File: src/rtl/dcm_seq_pkg.sv
// Shared types and sizing helpers for the DCM lock sequencer.
package dcm_seq_pkg;

    localparam int unsigned RETRY_W = 3;

    typedef enum logic [4:0] {
        HOLD      = 5'b00001,
        WAIT_LOCK = 5'b00010,
        STABLE    = 5'b00100,
        RUN       = 5'b01000,
        FAULT     = 5'b10000
    } state_t;

    // Counter width covering the largest cycle parameter; never below one bit.
    function automatic int unsigned cnt_width(input int unsigned a, input int unsigned b,
                                              input int unsigned c, input int unsigned d);
        int unsigned m;
        m = a;
        if (b > m) m = b;
        if (c > m) m = c;
        if (d > m) m = d;
        return (m > 2) ? $clog2(m) : 1;
    endfunction

endpackage

File: src/rtl/dcm_lock_sequencer_if.sv
// Control/status bundle between the lock sequencer and its DCM/VGA surroundings.
interface dcm_lock_sequencer_if;
    import dcm_seq_pkg::*;

    logic               LOCKED_IN;
    logic               RESTART_IN;
    logic               DCM_RST_OUT;
    logic               SYS_RST_OUT;
    logic               READY_OUT;
    logic               FAULT_OUT;
    logic               LOCK_LOST_OUT;
    logic [RETRY_W-1:0] RETRY_CNT_OUT;

    modport master (
        output LOCKED_IN, RESTART_IN,
        input  DCM_RST_OUT, SYS_RST_OUT, READY_OUT, FAULT_OUT, LOCK_LOST_OUT, RETRY_CNT_OUT
    );

    modport slave (
        input  LOCKED_IN, RESTART_IN,
        output DCM_RST_OUT, SYS_RST_OUT, READY_OUT, FAULT_OUT, LOCK_LOST_OUT, RETRY_CNT_OUT
    );

endinterface

File: src/rtl/sync_2ff.sv
// Two-flop synchronizer for a single asynchronous status bit, resets to 0.
module sync_2ff (
    input  logic clk,
    input  logic rst_n,
    input  logic d,
    output logic q
);

    logic meta;

    always_ff @(posedge clk or negedge rst_n) begin
        if (!rst_n) begin
            meta <= 1'b0;
            q    <= 1'b0;
        end else begin
            meta <= d;
            q    <= meta;
        end
    end

endmodule

File: src/rtl/dcm_lock_sequencer.sv
// Sequences DCM reset, lock wait/qualification and VGA system-reset release,
// retrying on failure and latching a fault after too many failed attempts.
module dcm_lock_sequencer
    import dcm_seq_pkg::*;
#(
    parameter int unsigned RST_HOLD_CYCLES = 3,
    parameter int unsigned LOCK_TIMEOUT    = 4096,
    parameter int unsigned STABLE_CYCLES   = 16,
    parameter int unsigned MAX_RETRIES     = 4
) (
    input  logic                 CLKIN_IN,
    input  logic                 RST_N_IN,
    dcm_lock_sequencer_if.slave  bus
);

    localparam int unsigned CNT_W =
        cnt_width(RST_HOLD_CYCLES, LOCK_TIMEOUT, STABLE_CYCLES, MAX_RETRIES);
    localparam logic [CNT_W-1:0]   HOLD_LAST    = CNT_W'(RST_HOLD_CYCLES - 1);
    localparam logic [CNT_W-1:0]   TIMEOUT_LAST = CNT_W'(LOCK_TIMEOUT - 1);
    localparam logic [CNT_W-1:0]   STABLE_LAST  = CNT_W'(STABLE_CYCLES - 1);
    localparam logic [RETRY_W-1:0] RETRY_LIMIT  = RETRY_W'(MAX_RETRIES);
    localparam logic [RETRY_W-1:0] RETRY_SAT    = '1;

    state_t             state_q, state_d;
    logic [CNT_W-1:0]   cnt_q, cnt_d;
    logic [RETRY_W-1:0] retry_q, retry_d, retry_inc;
    logic               lost_q, lost_d;
    logic               fail;
    logic               lk;
    logic               dcm_rst_q, sys_rst_q, ready_q, fault_q;

    sync_2ff u_lock_sync (
        .clk   (CLKIN_IN),
        .rst_n (RST_N_IN),
        .d     (bus.LOCKED_IN),
        .q     (lk)
    );

    // Next-state logic; restart outranks every other transition.
    always_comb begin
        state_d   = state_q;
        cnt_d     = cnt_q + CNT_W'(1);
        retry_d   = retry_q;
        lost_d    = lost_q;
        fail      = 1'b0;
        retry_inc = (retry_q == RETRY_SAT) ? retry_q : retry_q + RETRY_W'(1);

        if (bus.RESTART_IN) begin
            state_d = HOLD;
            cnt_d   = '0;
            retry_d = '0;
            lost_d  = 1'b0;
        end else begin
            unique case (state_q)
                HOLD: begin
                    if (cnt_q == HOLD_LAST) state_d = WAIT_LOCK;
                end
                WAIT_LOCK: begin
                    if (lk)                         state_d = STABLE;
                    else if (cnt_q == TIMEOUT_LAST) fail    = 1'b1;
                end
                STABLE: begin
                    if (!lk) begin
                        fail = 1'b1;
                    end else if (cnt_q == STABLE_LAST) begin
                        state_d = RUN;
                        retry_d = '0;
                    end
                end
                RUN: begin
                    cnt_d = cnt_q;
                    if (!lk) begin
                        state_d = HOLD;
                        lost_d  = 1'b1;
                    end
                end
                FAULT: begin
                    cnt_d = cnt_q;
                end
                default: begin
                    state_d = HOLD;
                end
            endcase

            if (fail) begin
                retry_d = retry_inc;
                state_d = (retry_inc == RETRY_LIMIT) ? FAULT : HOLD;
            end

            // Every state entry restarts the shared counter.
            if (state_d != state_q) cnt_d = '0;
        end
    end

    // State, counters and outputs, all decoded from the next state so they stay registered.
    always_ff @(posedge CLKIN_IN or negedge RST_N_IN) begin
        if (!RST_N_IN) begin
            state_q   <= HOLD;
            cnt_q     <= '0;
            retry_q   <= '0;
            lost_q    <= 1'b0;
            dcm_rst_q <= 1'b1;
            sys_rst_q <= 1'b1;
            ready_q   <= 1'b0;
            fault_q   <= 1'b0;
        end else begin
            state_q   <= state_d;
            cnt_q     <= cnt_d;
            retry_q   <= retry_d;
            lost_q    <= lost_d;
            dcm_rst_q <= (state_d == HOLD) || (state_d == FAULT);
            sys_rst_q <= (state_d != RUN);
            ready_q   <= (state_d == RUN);
            fault_q   <= (state_d == FAULT);
        end
    end

    assign bus.DCM_RST_OUT   = dcm_rst_q;
    assign bus.SYS_RST_OUT   = sys_rst_q;
    assign bus.READY_OUT     = ready_q;
    assign bus.FAULT_OUT     = fault_q;
    assign bus.LOCK_LOST_OUT = lost_q;
    assign bus.RETRY_CNT_OUT = retry_q;

endmodule

File: src/flat_wrapper.sv
// flat-port wrapper written by rule: the top's interface ports become plain ports
module dcm_lock_sequencer_flat import dcm_seq_pkg::*;
#(
    parameter int unsigned RST_HOLD_CYCLES = 3,
    parameter int unsigned LOCK_TIMEOUT    = 4096,
    parameter int unsigned STABLE_CYCLES   = 16,
    parameter int unsigned MAX_RETRIES     = 4
)
  (CLKIN_IN, RST_N_IN, bus_LOCKED_IN, bus_RESTART_IN, bus_DCM_RST_OUT, bus_SYS_RST_OUT, bus_READY_OUT, bus_FAULT_OUT, bus_LOCK_LOST_OUT, bus_RETRY_CNT_OUT);
  dcm_lock_sequencer_if bus_i ();
  input  logic CLKIN_IN;
  input  logic RST_N_IN;
  input wire logic [$bits(bus_i.LOCKED_IN)-1:0] bus_LOCKED_IN;
  input wire logic [$bits(bus_i.RESTART_IN)-1:0] bus_RESTART_IN;
  output wire logic [$bits(bus_i.DCM_RST_OUT)-1:0] bus_DCM_RST_OUT;
  output wire logic [$bits(bus_i.SYS_RST_OUT)-1:0] bus_SYS_RST_OUT;
  output wire logic [$bits(bus_i.READY_OUT)-1:0] bus_READY_OUT;
  output wire logic [$bits(bus_i.FAULT_OUT)-1:0] bus_FAULT_OUT;
  output wire logic [$bits(bus_i.LOCK_LOST_OUT)-1:0] bus_LOCK_LOST_OUT;
  output wire logic [$bits(bus_i.RETRY_CNT_OUT)-1:0] bus_RETRY_CNT_OUT;
  assign bus_i.LOCKED_IN = bus_LOCKED_IN;
  assign bus_i.RESTART_IN = bus_RESTART_IN;
  assign bus_DCM_RST_OUT = bus_i.DCM_RST_OUT;
  assign bus_SYS_RST_OUT = bus_i.SYS_RST_OUT;
  assign bus_READY_OUT = bus_i.READY_OUT;
  assign bus_FAULT_OUT = bus_i.FAULT_OUT;
  assign bus_LOCK_LOST_OUT = bus_i.LOCK_LOST_OUT;
  assign bus_RETRY_CNT_OUT = bus_i.RETRY_CNT_OUT;
  dcm_lock_sequencer #(.RST_HOLD_CYCLES(RST_HOLD_CYCLES), .LOCK_TIMEOUT(LOCK_TIMEOUT), .STABLE_CYCLES(STABLE_CYCLES), .MAX_RETRIES(MAX_RETRIES)) u_core (.CLKIN_IN(CLKIN_IN), .RST_N_IN(RST_N_IN), .bus(bus_i));
endmodule
File: config.mk
export PLATFORM = sky130hd
export DESIGN_NAME = dcm_lock_sequencer_flat
export DESIGN_NICKNAME = d
export VERILOG_FILES = /design/src/rtl/dcm_seq_pkg.sv /design/src/rtl/dcm_lock_sequencer_if.sv /design/src/rtl/sync_2ff.sv /design/src/rtl/dcm_lock_sequencer.sv /design/src/flat_wrapper.sv
export SDC_FILE = /design/constraint.sdc
export NUM_CORES = 1
export LEC_CHECK = 0
export ABC_AREA = 1
export CAP_MARGIN = 10
export CORE_UTILIZATION = 57
export CTS_CLUSTER_SIZE = 14
export DETAILED_ROUTE_END_ITERATION = 16
export GPL_ROUTABILITY_DRIVEN = 0
export PLACE_DENSITY = 0.85
export SETUP_SLACK_MARGIN = 0.02
export SLEW_MARGIN = 20
export SYNTH_ARGS = -nofsm -noshare
export SYNTH_HDL_FRONTEND = slang
export SYNTH_SLANG_ARGS = --single-unit
File: constraint.sdc
create_clock -name CLKIN_IN -period 2.22 [get_ports CLKIN_IN]
set_input_delay 0.444 -clock CLKIN_IN [delete_from_list [all_inputs] [get_ports CLKIN_IN]]
set_output_delay 0.444 -clock CLKIN_IN [all_outputs]
set_load 0.005 [all_outputs]
==> flow_results.org <==
** Die
- After floorplanning, the core was sized to cover 0.00257 mm^2.
- Die width :: 55.0 um
- The floorplan step defined a die boundary enclosing 0.00302 mm^2.
- Effective utilization at floorplan :: 62.3%
- Total I/O pin count :: 12
- Number of core rows :: 18
- Floorplan die height :: 55.0 um

** Run
- Maxcap violations :: 0

** STA
- For this run, the top clock speed supported by timing is 0.513 GHz.
- Headroom to the max-slew limit :: 74.5%
- Setup repair after global routing left no endpoint under its margin.
- The count of pins over their slew limit came to 0.
- Adding up every negative setup slack in the final design gives 0 ps.
- Setup clock skew after layout :: 19.4 ps
- Final critical-path share of the clock period :: 87.9%
- For the pin with the worst max-slew slack, the measured transition is 378 ps.
- The final count of hold timing violations was 0.
- Subtracting the final worst setup slack from the clock period gives 1950 ps.
- Setup violations remaining at the end of the flow were counted as 0.

** Worst setup path
- At the worst endpoint, the arrival time is 2210 ps.
- Worst endpoint required time :: 2480 ps
- Counting cells, the worst reg-to-reg path comes to 12.
- WS Path Type :: reg -> reg
- STA classifies the critical path endpoint as a flop.
- STA classifies the critical path startpoint as a flop.
- Along the worst path, the maximum fanout reaches 6.

** Synth
- The biggest area contributor in the post-synthesis netlist is sky130_fd_sc_hd__dfrtp_1.
- Synthesis produced a netlist with a net count of 219.
- Counting flops with a built-in enable in the synthesized netlist gives 0.
- Gate count of the mapped netlist :: 212
- In the post-synthesis netlist, the cell with the most instances is sky130_fd_sc_hd__nand2_1.
- Post-synthesis cell area :: 0.00160 mm^2
- Most used standard cells in the synthesized netlist :: sky130_fd_sc_hd__nand2_1 (44), sky130_fd_sc_hd__nor2_1 (33), sky130_fd_sc_hd__dfrtp_1 (24), sky130_fd_sc_hd__inv_1 (24), sky130_fd_sc_hd__nor2_2 (18)
- Area fraction of the dominant cell type after synthesis :: 37.5%
- Distinct cells, synth :: 30
- Leading post-synthesis cells by cell area :: sky130_fd_sc_hd__dfrtp_1 (38%), sky130_fd_sc_hd__nand2_1 (10%), sky130_fd_sc_hd__nor2_1 (7.7%), sky130_fd_sc_hd__nor2_2 (7.0%), sky130_fd_sc_hd__inv_1 (5.6%)
- For this run, the number of Yosys warnings is 0.
- In this run the mean area of a mapped cell was 7.55 um^2.
- Number of synthesized register bits :: 27
- Of all flip-flops after synthesis, the portion carrying an async set or reset was 100%.
- Of the synthesized area, sequential elements account for 42.5%.
- The most used flip-flop cell after synthesis is sky130_fd_sc_hd__dfrtp_1.

** Detailed routing
- Avg WL per Cell :: 13.1 um
- Detailed routing placed a total of 204 um of wire on met3.
- DR WL met2 :: 1.61 mm
- The detailed router put a total of 1.56 mm of wire on met1.
- Overall via count from detail_route :: 1438
- The detailed router finished its first iteration with 67 violations.
- Routed wire length :: 3.42 mm
- Number of nets with antenna violations after routing :: 0
- In the routed layout, each cell is associated on average with a via count of 5.53.
- The pre-antenna-repair detailed-routing pass consisted of 5 iterations.
- The detailed router used layers up to and including met4.
- After detailed routing, the number of remaining DRC violations is 0.

** Global route
- Vias in the first global route :: 1311
- Antenna violations before repair :: 0
- The total overflow left after global routing is 0.
- Largest net degree at the start of global routing :: 28
- In the global route stage, overall resource usage came out at 25.6%.
- The first global-routing pass estimated 5.49 mm of wire.

** Run status
- The flow ran to the end, and the final reports show no timing, DRC or antenna violations.

** Cells and area
- Compared with the post-synthesis result, the final layout area differs by 13.8%.
- N_diodes :: 0
- Filler cell count in the final layout :: 208
- Ratio of cells with drive above 1 in the final layout :: 19.1%
- Count of nets after finishing :: 238

** Clock network
- For the worst-skew pair, the clock arrives at the later sink with an insertion delay of 330 ps.
- After clock tree synthesis, the clock-pin slew on the worst setup and hold paths is 150 ps.
- The root buffer cell chosen for the clock tree is sky130_fd_sc_hd__clkbuf_4.
- Buffers inserted to repair hold after CTS numbered 0.
- For this design, the sink count on the clock tree is 27.
- Counting along the longest clock path gives a buffer depth of 2.
- CTS tree :: built
- H-tree depth :: 1
- The number of clock buffers added by TritonCTS is 3.

** Worst hold path
- Hold path depth :: 0
- The tightest min-delay check is of the reg -> reg type.

** Placed design
- I/O Buffers :: 11
- Dpl hpwl :: 2.52 mm

** Power
- The design draws 1370 uW.
- Dividing total power by cell area gives a power density of 749 mW/mm^2.
- Maximum vdd ir drop :: 584 uV
- For this design the static power due to leakage is 0.000833 uW.
## power by group
part,switching [uW],internal (uW)
clock,144,67.6
sequential,39.2,543
combinational,389,182
## cell families (layout without fill, tap and decap cells)
family,after synthesis,after routing,synth area share [%]
AOI/OAI and AO/OA,25,25,10.1
xor gates and xnor gates,2,2,1.09
buffers and inverters,30,47,7.51
DFF,27,27,42.5
and+or+nand+nor,125,126,36.5
adders and majority gates,3,3,2.35
## critical path, stage by stage (launching register included)
cell,delay (ps)
sky130_fd_sc_hd__dfrtp_1,440
sky130_fd_sc_hd__ha_1,210
sky130_fd_sc_hd__nand2_1,100
sky130_fd_sc_hd__nor2_2,60
sky130_fd_sc_hd__nand3_1,100
sky130_fd_sc_hd__nor2_1,70
sky130_fd_sc_hd__nor2_2,190
sky130_fd_sc_hd__nand2_1,100
sky130_fd_sc_hd__nand2_1,70
sky130_fd_sc_hd__nand2_1,50
sky130_fd_sc_hd__nor2_2,200
sky130_fd_sc_hd__nand3_4,170
sky130_fd_sc_hd__nor2_1,130
## cells in the final DEF (no fill, tap or decap), types with 4 or more instances in the layout
cell                              count
sky130_fd_sc_hd__nand2_2              6
sky130_fd_sc_hd__buf_4                5
sky130_fd_sc_hd__nor2_1              32
sky130_fd_sc_hd__o21ai_0              8
sky130_fd_sc_hd__nor2_2              19
sky130_fd_sc_hd__nand4_1              4
sky130_fd_sc_hd__nand2_1             44
sky130_fd_sc_hd__a21oi_1              5
sky130_fd_sc_hd__nand3_1             14
sky130_fd_sc_hd__dfrtp_1             24
sky130_fd_sc_hd__inv_1               24
sky130_fd_sc_hd__clkdlybuf4s50_1     11
## worst paths after layout
path	from	to	slack (ps)
setup / recovery	u_core.cnt_q[1]	u_core.cnt_q[1]	270
hold / removal	u_core.u_lock_sync.meta	u_core.u_lock_sync.q	370
setup reg to reg	u_core.cnt_q[1]	u_core.cnt_q[1]	270
hold reg to reg	u_core.u_lock_sync.meta	u_core.u_lock_sync.q	370
max in group asynchronous	RST_N_IN	u_core.state_q[0]	1470
min in group asynchronous	RST_N_IN	u_core.bus.RETRY_CNT_OUT[0]	450
## layout make-up
cell class	count	area [um^2]	area share [%]
Clock buffer	3	22.5	1.24
Clock inverter	1	5.00	0.275
Inverter	27	101	5.56
Multi-Input combinational cell	156	828	45.5
Sequential cell	27	679	37.3
Tap cell	30	37.5	2.06
Timing Repair Buffer	16	148	8.10
## repair_timing
| action | CTS | global route |
|---|---|---|
| resized for setup | 0 | 3 |
| setup endpoints to repair | 0 | 12 |
| buffers inserted | 0 | 2 |
| endpoints found under the hold margin | 0 | 0 |
## state kept, by name, indices dropped and copies added (netlist names)
signal / cells
u_core.bus.LOCK_LOST_OUT: 1
u_core.u_lock_sync.meta: 1
u_core.u_lock_sync.q: 1
u_core.bus.RETRY_CNT_OUT: 3
u_core.bus.SYS_RST_OUT: 1
u_core.cnt_q: 12
u_core.state_q: 5
u_core.bus.READY_OUT: 1
u_core.bus.FAULT_OUT: 1
u_core.bus.DCM_RST_OUT: 1
## metrics by stage
step / hold WS [ps] / util [%] / setup slack [ps] / cells / instance area (um^2)
5_1_grt: 379 / 71.0 / 37.9 / 260 / 1820
3_5_place_dp: 335 / 68.2 / 137 / 253 / 1750
2_1_floorplan: 148 / - / 530 / 212 / 1600
3_3_place_gp: 339 / 68.2 / 272 / 253 / 1750
6_report: 368 / 71.0 / 269 / 260 / 1820
4_1_cts: 368 / 69.3 / 107 / 257 / 1780
## metal layers
metal,global-route usage [%],vias up
met4,9.58,0
met2,41.4,57
met3,4.64,6
met5,0,-
met1,33.9,649
li1,-,726
Power figures use the tool's default switching activity.
